===== src/rtl/pkt_rr_scheduler.sv =====
// Packet-granular round-robin scheduler that shares one 2-phase req/ack channel
// among N_SRC synchronous sources; a grant is held from first word to tail word.
module pkt_rr_scheduler #(
  parameter int N_SRC       = 4,
  parameter int WORD_WIDTH  = 32,
  parameter int TAIL_BIT    = 1,
  parameter int SYNC_STAGES = 2
) (
  input  logic                          clk,
  input  logic                          reset,
  input  logic [N_SRC-1:0]              src_valid,
  input  logic [N_SRC*WORD_WIDTH-1:0]   src_data,
  output logic [N_SRC-1:0]              src_ready,
  output logic                          out_req,
  input  logic                          out_ack,
  output logic [WORD_WIDTH-1:0]         out_data,
  output logic [$clog2(N_SRC)-1:0]      grant_id,
  output logic                          busy,
  output logic [31:0]                   pkt_count,
  output logic                          proto_err
);

  localparam int IDW = $clog2(N_SRC);

  typedef enum logic [1:0] {
    IDLE,
    FETCH,
    SEND,
    WAIT
  } state_t;

  state_t                  state;
  state_t                  state_d;
  logic [IDW-1:0]          rr_ptr;
  logic [SYNC_STAGES-1:0]  ack_sync;
  logic                    ack_s;
  logic                    ack_done;
  logic                    tail_r;
  logic                    pick_found;
  logic [IDW-1:0]          pick_idx;
  logic [WORD_WIDTH-1:0]   sel_word;
  logic                    fetch_hs;

  // Modular increment by compare so non-power-of-2 source counts wrap correctly.
  function automatic logic [IDW-1:0] wrap_add(input logic [IDW-1:0] base, input int off);
    int sum;
    sum = int'(base) + off;
    if (sum >= N_SRC) sum = sum - N_SRC;
    return sum[IDW-1:0];
  endfunction

  assign ack_s    = ack_sync[SYNC_STAGES-1];
  assign ack_done = (ack_s == out_req);
  assign fetch_hs = (state == FETCH) && src_valid[grant_id];

  // Search rr_ptr, rr_ptr+1, ...; descending walk lets the nearest candidate win.
  always_comb begin
    pick_found = 1'b0;
    pick_idx   = '0;
    for (int k = N_SRC - 1; k >= 0; k--) begin
      if (src_valid[wrap_add(rr_ptr, k)]) begin
        pick_found = 1'b1;
        pick_idx   = wrap_add(rr_ptr, k);
      end
    end
  end

  always_comb begin
    sel_word = '0;
    for (int i = 0; i < N_SRC; i++) begin
      if (grant_id == IDW'(i)) sel_word = src_data[i*WORD_WIDTH +: WORD_WIDTH];
    end
  end

  always_ff @(posedge clk) begin
    if (reset) state <= IDLE;
    else       state <= state_d;
  end

  always_comb begin
    state_d   = state;
    src_ready = '0;
    case (state)
      IDLE: begin
        if (pick_found) state_d = FETCH;
      end
      FETCH: begin
        src_ready[grant_id] = src_valid[grant_id];
        if (src_valid[grant_id]) state_d = SEND;
      end
      SEND: begin
        state_d = WAIT;
      end
      WAIT: begin
        if (ack_done) state_d = tail_r ? IDLE : FETCH;
      end
      default: begin
        state_d = IDLE;
      end
    endcase
  end

  // The ack is asynchronous; only the last synchroniser stage is ever compared.
  always_ff @(posedge clk) begin
    if (reset) ack_sync <= '0;
    else       ack_sync <= {ack_sync[SYNC_STAGES-2:0], out_ack};
  end

  always_ff @(posedge clk) begin
    if (reset) begin
      out_req   <= 1'b0;
      out_data  <= '0;
      tail_r    <= 1'b0;
      grant_id  <= '0;
      busy      <= 1'b0;
      rr_ptr    <= '0;
      pkt_count <= '0;
      proto_err <= 1'b0;
    end else begin
      case (state)
        IDLE: begin
          if (pick_found) begin
            grant_id <= pick_idx;
            busy     <= 1'b1;
          end
        end
        FETCH: begin
          if (fetch_hs) begin
            out_data <= sel_word;
            tail_r   <= sel_word[TAIL_BIT];
          end
        end
        SEND: begin
          out_req <= ~out_req;
        end
        WAIT: begin
          if (ack_done && tail_r) begin
            pkt_count <= pkt_count + 32'd1;
            rr_ptr    <= wrap_add(grant_id, 1);
            busy      <= 1'b0;
          end
        end
        default: begin
        end
      endcase
      // Outside WAIT the ack must already match the request phase.
      if (!ack_done && state != WAIT) proto_err <= 1'b1;
    end
  end

endmodule


===== config.mk =====
export PLATFORM = sky130hd
export DESIGN_NAME = pkt_rr_scheduler
export DESIGN_NICKNAME = d
export VERILOG_FILES = /design/src/rtl/pkt_rr_scheduler.sv
export SDC_FILE = /design/constraint.sdc
export NUM_CORES = 1
export LEC_CHECK = 0
export BUFFER_PORTS_ARGS = -buffer_cell sky130_fd_sc_hd__buf_2
export CAP_MARGIN = 40
export CORE_UTILIZATION = 51
export CTS_CLUSTER_SIZE = 10
export DETAILED_ROUTE_END_ITERATION = 7
export PLACE_DENSITY = 0.95
export SLEW_MARGIN = 20
export SYNTH_ARGS = -nofsm -noshare
export SYNTH_HDL_FRONTEND = slang
export SYNTH_SLANG_ARGS = --single-unit

===== constraint.sdc =====
create_clock -name clk -period 4.3 [get_ports clk]
set_input_delay 0.86 -clock clk [delete_from_list [all_inputs] [get_ports clk]]
set_output_delay 0.86 -clock clk [all_outputs]
set_load 0.01 [all_outputs]

Word-level counts from Yosys, hierarchy flattened
Cells that the tools add are included.

Register bits: 76. Input bits: 135. Output and inout port bits: 73.

Add/subtract/negate cells: 10. Order comparisons: 11. Equal/unequal tests: 12. Muxes and demuxes: 38. Bitwise operators: 2. Reduce and logical (&&, ||, !) cells: 13.

Operators with widths (count): 32-bit two-way mux (4); 32-bit by 1-bit adder with 32-bit output (second input constant) (1); 2-bit two-way mux (12); 2-bit by 3-bit less-than comparator with 1-bit output (second input constant) (5); 1-bit two-way mux (13); 3-bit >= comparator (second input constant) (4); 1-bit binary-select mux with 2-bit select (5); 2-bit by 1-bit subtractor with 2-bit output (second input constant) (5); 2-bit == test (second input constant) (4); 2-bit inequality test (second input constant) (4); 2-bit one-hot mux with 4 select lines (1); 2-bit by 1-bit adder with 3-bit output (second input constant) (2); 2-bit by 2-bit adder with 3-bit output (second input constant) (2); 2-bit AND reduction (3); 3-bit AND reduction (2); 4-bit bitwise AND (1); 2-bit by 1-bit == test with 1-bit output (second input constant) (2); 1-bit logical AND (4); 2-bit logical NOT (2); 4-bit two-way mux (1); 2-bit by 3-bit >= comparator with 1-bit output (second input constant) (1); 1-bit demux with 2-bit select (1); 2-bit by 1-bit >= comparator with 1-bit output (second input constant) (1); 2-bit by 1-bit inequality test with 1-bit output (second input constant) (1); other kinds (5) (5).

Longest topological paths before layout
Gate-level depths: netlist of the first run.

Depth after elaboration: 11. Gate-level depth with buffers: 8. Gate-level depth less buffers: 6.

Worst setup path after synthesis of the first run
OpenSTA, ideal clock, no wires.

Kind: input to output. Start: in src_valid[3]. End: out src_ready[0]. Arrival: 1.570 ns. Path slack: 1.870 ns. Stages: 2. Buffers on the path: 0. Cell sequence: mux4_2 -> and3_1.

Word-level cells in the longest chain between the ends: 4.

Ends and longest elaborated chain: start: declaration (RTL line 11) `input logic [N_SRC-1:0] src_valid,`; 1-bit binary-select mux with 2-bit select (RTL line 88) `src_ready[grant_id] = src_valid[grant_id];`; 1-bit two-way mux (not written as such) (RTL line 88); 4-bit bitwise AND (no line); 4-bit two-way mux (RTL line 83) `case (state)`; end: declaration (RTL line 13) `output logic [N_SRC-1:0] src_ready,`.

Every way passes these cells. The select of a mux whose other input is x is not followed.

Final worst setup path of the first run
Start: reg grant_id[0]. End: out src_ready[3].

Word-level cells in the longest chain between the ends: 6.

Ends and longest elaborated chain: start: declaration (RTL line 17) `output logic [$clog2(N_SRC)-1:0] grant_id,`; start signal: assignment (RTL line 123) `grant_id <= pick_idx;`; 2-bit by 3-bit less-than comparator with 1-bit output (not written as such) or 2-bit by 1-bit >= comparator with 1-bit output (tied branches) (RTL line 88); 1-bit logical AND (not written as such) (RTL line 88); 1-bit two-way mux (not written as such) (RTL line 88); 1-bit demux with 2-bit select (RTL line 88); 4-bit bitwise AND (no line) *; 4-bit two-way mux * (RTL line 83).

Mark *: on every way between the ends. The rest lies on a longest branch, timed or not. The select of a mux whose other input is x is not followed.

==> results of run 1 <==
-- path summary, 6_finish.rpt --
path / start / to / slack (ns) / cells past startpoint
worst max-delay path: grant_id[0] / src_ready[3] / 1.53 / 4
worst min-delay path: ack_sync[0] / ack_sync[1] / 0.46 / 1
worst max register to register: state[1] / pkt_count[28] / 2.07 / 5
worst min register to register: ack_sync[0] / ack_sync[1] / 0.46 / 1
-- cells in the mapped netlist, drive strengths merged (3+ instances only) --
cell / count
o31ai: 16
a22oi: 33
nor2b: 3
nand3: 11
xnor2: 8
dfxtp: 75
nor3: 4
inv: 46
and3: 8
clkbuf: 35
buf: 13
nor2: 47
o21ai: 40
nand2: 43
a211oi: 34
a21oi: 95
mux2i: 3
nand4: 10
or3: 6
or4: 19
nand2b: 4
nor4: 3
ha: 10
and4: 4
-- report_power, final --
group	internal [mW]	switching [mW]
Clock	0.220	0.243
Sequential	0.805	0.0763
Combinational	0.373	0.541
Total	1.40	0.860
-- registers in the layout, indices dropped and copies added, names as in the netlist --
register,flops
ack_sync,2
busy,1
grant_id,2
out_data,32
out_req,1
pkt_count,32
proto_err,1
rr_ptr,2
state,2
-- per-layer routing --
metal,wire [um],part of all wire,vias up,track usage
met1,5110,0.40,2289,0.3401
met4,414,0.032,0,0.1385
met2,6377,0.50,230,0.4732
li1,-,-,2466,-
met5,0,0,-,0
met3,884,0.069,37,0.05016
-- final cells by class --
cell class	instances	area share
multi-input combinational	413	0.4453
sequential	75	0.2718
timing repair buffer	213	0.1980
inverter	46	0.03126
clock buffer	12	0.02627
tap	105	0.02378
clock inverter	3	0.002718
antenna	2	0.0009060
-- cells by family (layout without fill, tap and decap cells) --
| family | count (synthesis) | in the layout | share of synthesized area |
|---|---|---|---|
| AND/OR/NAND/NOR | 164 | 164 | 0.1907 |
| buffers and inverters | 94 | 274 | 0.08462 |
| multiplexers | 5 | 5 | 0.01478 |
| adder cells (fa/ha/maj) | 10 | 10 | 0.02898 |
| other | 0 | 2 | 0 |
| flip-flops | 75 | 75 | 0.3477 |
| AO/OA/AOI/OAI | 225 | 225 | 0.3150 |
| XOR/XNOR | 9 | 9 | 0.01826 |
-- worst max-delay path: stages, from the launching register on --
cell and delay, ns:
dfxtp_1 0.49, ha_2 0.22, buf_4 0.49, and3_1 0.24
buf_2 0.12
-- metrics by stage --
| stage | cell area [um^2] | std cells | hold slack [ns] |
|---|---|---|---|
| floorplan | 4318 | 582 | 0.4138 |
| global placement | 5339 | 851 | 0.4219 |
| detailed placement | 5359 | 852 | 0.4520 |
| CTS | 5519 | 867 | 0.4635 |
| global route | 5524 | 869 | 0.4769 |
| finish | 5524 | 869 | 0.4563 |
==> metrics.md, run 1 <==
| Metric | Value |
|---|---|
| Outcome | finished, final reports clean |
| YS warnings | 0 |
| Clock sinks | 75 |
| Initial antenna violation count | 2 |
| Commonest non-fill, non-tap cell in the layout | buf_2 |
| Mapped Cells | 582 |
| Syn nets | 727 |
| CTS Buf Count | 9 |
| Critical Path Fanout Max | 65 |
| Final setup fails | 0 |
| Pin count of the biggest net entering global routing | 66 |
| Core Region | 8217 um^2 |
| Number of DRC markers in iteration 0 | 276 |
| Die area | 8839 um^2 |
| Root Buffer | clkbuf_8 |
| Hold Crit Class | flip-flop to flip-flop |
| CTS resizes | 0 |
| Gr usage total | 0.2800 |
| Routed Antenna Nets | 0 |
| Clock transition at the registers of the reported paths | 0.08 ns |
| Slew Limit Fails | 0 |
| Ratio of cells with drive above 1 in the final layout | 0.3123 |
| Multi-input gate area | 2460 um^2 |
| Post-layout net count | 903 |
| Clock period minus worst slack | 2.772 ns |
| Setup crit start kind | flip-flop |
| Slew HR | 0.4917 |
| Final Hold Vio Count | 0 |
| Tcrit/Tclk final | 0.6446 |
| Crit path kind | flip-flop to primary output |
| Sequential element share of the synthesized area | 0.3477 |
| Peak supply drop | 0.2166 mV |
| Starting density of the core | 0.5255 |
| Pwr Total | 2.257 mW |
| Routed wire per std cell | 14.71 um |
| Routed WL | 12790 um |
| Post-synthesis cell area | 4318 um^2 |
| # DRC | 0 |
| Grt total ovfl | 0 |
| Chip height | 94.02 um |
| Synth area leaders | dfxtp_1 (35%), a21oi_1 (11%), a211oi_1 (5.9%) |
| Number of max-cap violations | 0 |
| IO Port Bufs | 207 |
| Synth Flop Type | dfxtp_1 |
| EDFF count, synth | 0 |
| Area grow syn2layout | 27.93% |
| Number of global-route vias before repair | 4410 |
| Critical Path Sink Type | primary output |
| RSZ-0062 raised after global routing | no |
| CTS Hold Bufs | 0 |
| GP Congestion | 0.9048 |
| First-pass GRT wire length | 19750 um |
| Worst endpoint data arrival time | 1.91 ns |
| Synth unique cells | 40 |
| Row count | 33 |
| Min setup slack post-route | 1.528 ns |
| Slew @ Worst Pin | 0.7624 ns |
| H-tree depth | 3 |
| Worst Skew | 0.01149 ns |
| Detailed Routing Iterations Pass 1 | 5 |
| CTS Buffer Depth | 2 |
| Leak | 2.540 nW |
| Drt via density | 5.779 |
| Vias post-DR | 5022 |
| Util after Layout | 0.6723 |
| Reg area | 1501 um^2 |
| Critical Path RT | 3.44 ns |
| Fmax | 0.3608 GHz |
| Fillcell total | 712 |
| Place WS | 1.588 ns |
| Synth Register Bits | 75 |
| Setup Fix Bufs, Post-CTS | 0 |
| Chip Width | 94.02 um |
| Ports | 208 |
| Most frequent cells in the layout | buf_2 (207), a21oi_1 (95), dfxtp_1 (75) |
| Share of the synthesized area in the top cell type | 0.3477 |
| FFs w/ async S/R, synth | 0 |
| CTS tree | yes |
| Post-DP HPWL | 9529 um |
| Synth area leader | dfxtp_1 |
| Syn avg cell area | 7.419 um^2 |
| PwrDens | 408.6 nW/um^2 |
| Clk_lat worst skew | 0.34 ns |
| Post-Route Setup TNS | 0 ns |
(Power assumes the default switching activity.)
==> inputs of run 2 (changes only) <==
Settings changed: ABC_AREA from default to 1, CORE_UTILIZATION 51 to 48, PLACE_DENSITY 0.95 to 0.93.
Clock period 4.3 ns to 2.57 ns, I/O delays scaled along.
==> metrics.md, run 2 <==
| Metric | Value |
|---|---|
| IO Port Bufs | 207 (unchanged) |
| CTS Buffer Depth | 2 (unchanged) |
| Synth area leader | dfxtp_1 |
| Area grow syn2layout | 29.25% |
| Top-count cell post-synth | nand2_1 |
| Routed Antenna Nets | 0 (unchanged) |
| Core Region | 9240 um^2 (+12%) |
| Min setup slack post-route | 0.2829 ns (-1.245 ns) |
| H-tree depth | 3 (unchanged) |
| Mapped Cells | 698 (+20%) |
| RSZ-0062 raised after global routing | no |
| Post-Route Setup TNS | 0 ns (unchanged) |
| Pin count of the biggest net entering global routing | 33 (-50%) |
| Setup Fix Bufs, Post-CTS | 0 (unchanged) |
| Chip height | 99.46 um (+5.8%) |
| Fmax | 0.4372 GHz |
| Syn nets | 843 (+16%) |
| YS warnings | 0 (unchanged) |
| Vias post-DR | 5440 (+8.3%) |
| Routed WL | 14290 um (+12%) |
| Number of global-route vias before repair | 5038 (+14%) |
| Sequential element share of the synthesized area | 0.3293 (-0.01842) |
| Peak supply drop | 0.3830 mV (+77%) |
| Critical Path Fanout Max | 13 (-80%) |
| CTS Hold Bufs | 0 (unchanged) |
| Root Buffer | clkbuf_8 |
| Drt via density | 5.313 (-8.1%) |
| Setup crit start kind | flip-flop |
| Final Hold Vio Count | 0 (unchanged) |
| Pwr Total | 4.014 mW (+78%) |
| Largest regs | out_data x32, pkt_count x32 |
| Chip Width | 99.46 um (+5.8%) |
| Slew Limit Fails | 0 (unchanged) |
| CTS resizes | 0 (unchanged) |
| FFs w/ async S/R, synth | 0 (unchanged) |
| Synth area leaders | dfxtp_1 (33%), nand2_1 (14%), a21oi_1 (14%) |
| Worst endpoint data arrival time | 1.77 ns (-0.14 ns) |
| Clock period minus worst slack | 2.287 ns |
| Grt peak-use layer | met2 |
| Tcrit/Tclk final | 0.8899 |
| Util after Layout | 0.6378 (-0.03452) |
| CTS tree | yes |
| Initial antenna violation count | 1 (-1) |
| Ports | 208 (unchanged) |
| Fillcell total | 845 (+19%) |
| Gr usage total | 0.2925 (+0.01247) |
| Clock transition at the registers of the reported paths | 0.08 ns (about the same) |
| Grt total ovfl | 0 (unchanged) |
| First-pass GRT wire length | 23120 um (+17%) |
| Hold Crit Class | primary input to flip-flop |
| Final setup fails | 0 (unchanged) |
| Slew HR | 0.7163 (+0.2246) |
| Grt met1 use | 0.3421 (+0.001933) |
| Synth Flop Type | dfxtp_1 |
| Critical Path Sink Type | primary output |
| Critical Path RT | 2.06 ns (-1.38 ns) |
| Routed wire per std cell | 13.95 um (-5.2%) |
| Synth cell count leaders | nand2_1 (170), a21oi_1 (123), dfxtp_1 (75) |
| Ratio of cells with drive above 1 in the final layout | 0.2931 (-0.01927) |
| Synth Register Bits | 75 (unchanged) |
| Die area | 9892 um^2 (+12%) |
| Outcome | finished, final reports clean |
| Place WS | 0.5438 ns (-1.044 ns) |
| CTS Buf Count | 9 (unchanged) |
| # DRC | 0 (unchanged) |
| Syn avg cell area | 6.532 um^2 (-12%) |
| Most frequent cells in the layout | buf_2 (207), nand2_1 (170), a21oi_1 (123) |
| Number of max-cap violations | 0 (unchanged) |
| Detailed Routing Iterations Pass 1 | 5 (unchanged) |
| Share of the synthesized area in the top cell type | 0.3293 (-0.01842) |
| Slew @ Worst Pin | 0.4256 ns (-0.3369 ns) |
| Worst Skew | 0.01385 ns (+0.002362 ns) |
| Clock sinks | 75 (unchanged) |
| Clk_lat worst skew | 0.35 ns (about the same) |
| Number of DRC markers in iteration 0 | 285 (+3.3%) |
| PwrDens | 681.1 nW/um^2 (+67%) |
| Synth unique cells | 35 (-13%) |
| Starting density of the core | 0.4934 (-0.03207) |
| Crit path kind | flip-flop to primary output |
| Commonest non-fill, non-tap cell in the layout | buf_2 |
| GP Congestion | 0.9616 (+6.3%) |
| Post-layout net count | 1034 (+15%) |
| Met3 usage | 0.06325 (+0.01308) |
| EDFF count, synth | 0 (unchanged) |
| Met2 Use GR | 0.5048 (+0.03157) |
| Row count | 35 (+6.1%) |
| Leak | 2.975 nW (+17%) |
| Post-synthesis cell area | 4559 um^2 (+5.6%) |
| Post-DP HPWL | 10650 um (+12%) |
## run 2: cells by family after synthesis
group | Yosys count | share of synthesized area
simple gates | 288 | 0.2821
compound gates | 214 | 0.2552
buf+inv | 105 | 0.09440
flops | 75 | 0.3293
fa+ha+maj | 10 | 0.02744
xor+xnor | 6 | 0.01153
## run 2: where the power goes
group / leakage, nW / switching, mW / internal (mW)
combinational: 2.25 / 0.913 / 0.585
sequential: 0.610 / 0.122 / 1.35
clock: 0.113 / 0.445 / 0.599
total: 2.98 / 1.48 / 2.53
## run 2: final cells by class
type	instances	area, um^2	share of cell area
Antenna cell	1	2.502	0.0004246
Clock buffer	12	155.1	0.02633
Clock inverter	4	72.57	0.01231
Inverter	67	251.5	0.04268
Multi-Input combinational cell	518	2630	0.4463
Sequential cell	75	1501	0.2548
Tap cell	129	161.4	0.02739
Timing Repair Buffer	218	1119	0.1898
## run 2: layer usage
layer	share of wire	up-vias
li1	-	2698
met1	0.40	2432
met2	0.49	265
met3	0.072	45
met4	0.040	0
met5	0	-
## run 2: worst max-delay path, cell delays in order (launching register included)
cell and delay [ns]:
dfxtp_1 0.48, inv_1 0.12, ha_1 0.23, inv_1 0.31
nor2_1 0.11, buf_2 0.17
## run 2: per-stage QoR
| step | instance area, um^2 | hold slack [ns] | cells |
|---|---|---|---|
| after CTS | 5891 | 0.3955 | 1023 |
| final | 5893 | 0.4022 | 1024 |
| after global routing | 5893 | 0.4113 | 1024 |
| after global placement | 5663 | 0.3945 | 1007 |
| after detailed placement | 5663 | 0.3984 | 1007 |
| after floorplan | 4559 | 0.3883 | 698 |
## run 2: path summary, 6_finish.rpt
kind	from	endpoint	slack [ns]	depth (start not counted)
min reg2reg	ack_sync[0]	ack_sync[1]	0.42	2
max	grant_id[0]	src_ready[2]	0.28	5
max reg2reg	grant_id[0]	out_data[21]	0.71	6
min	out_ack	ack_sync[0]	0.40	3
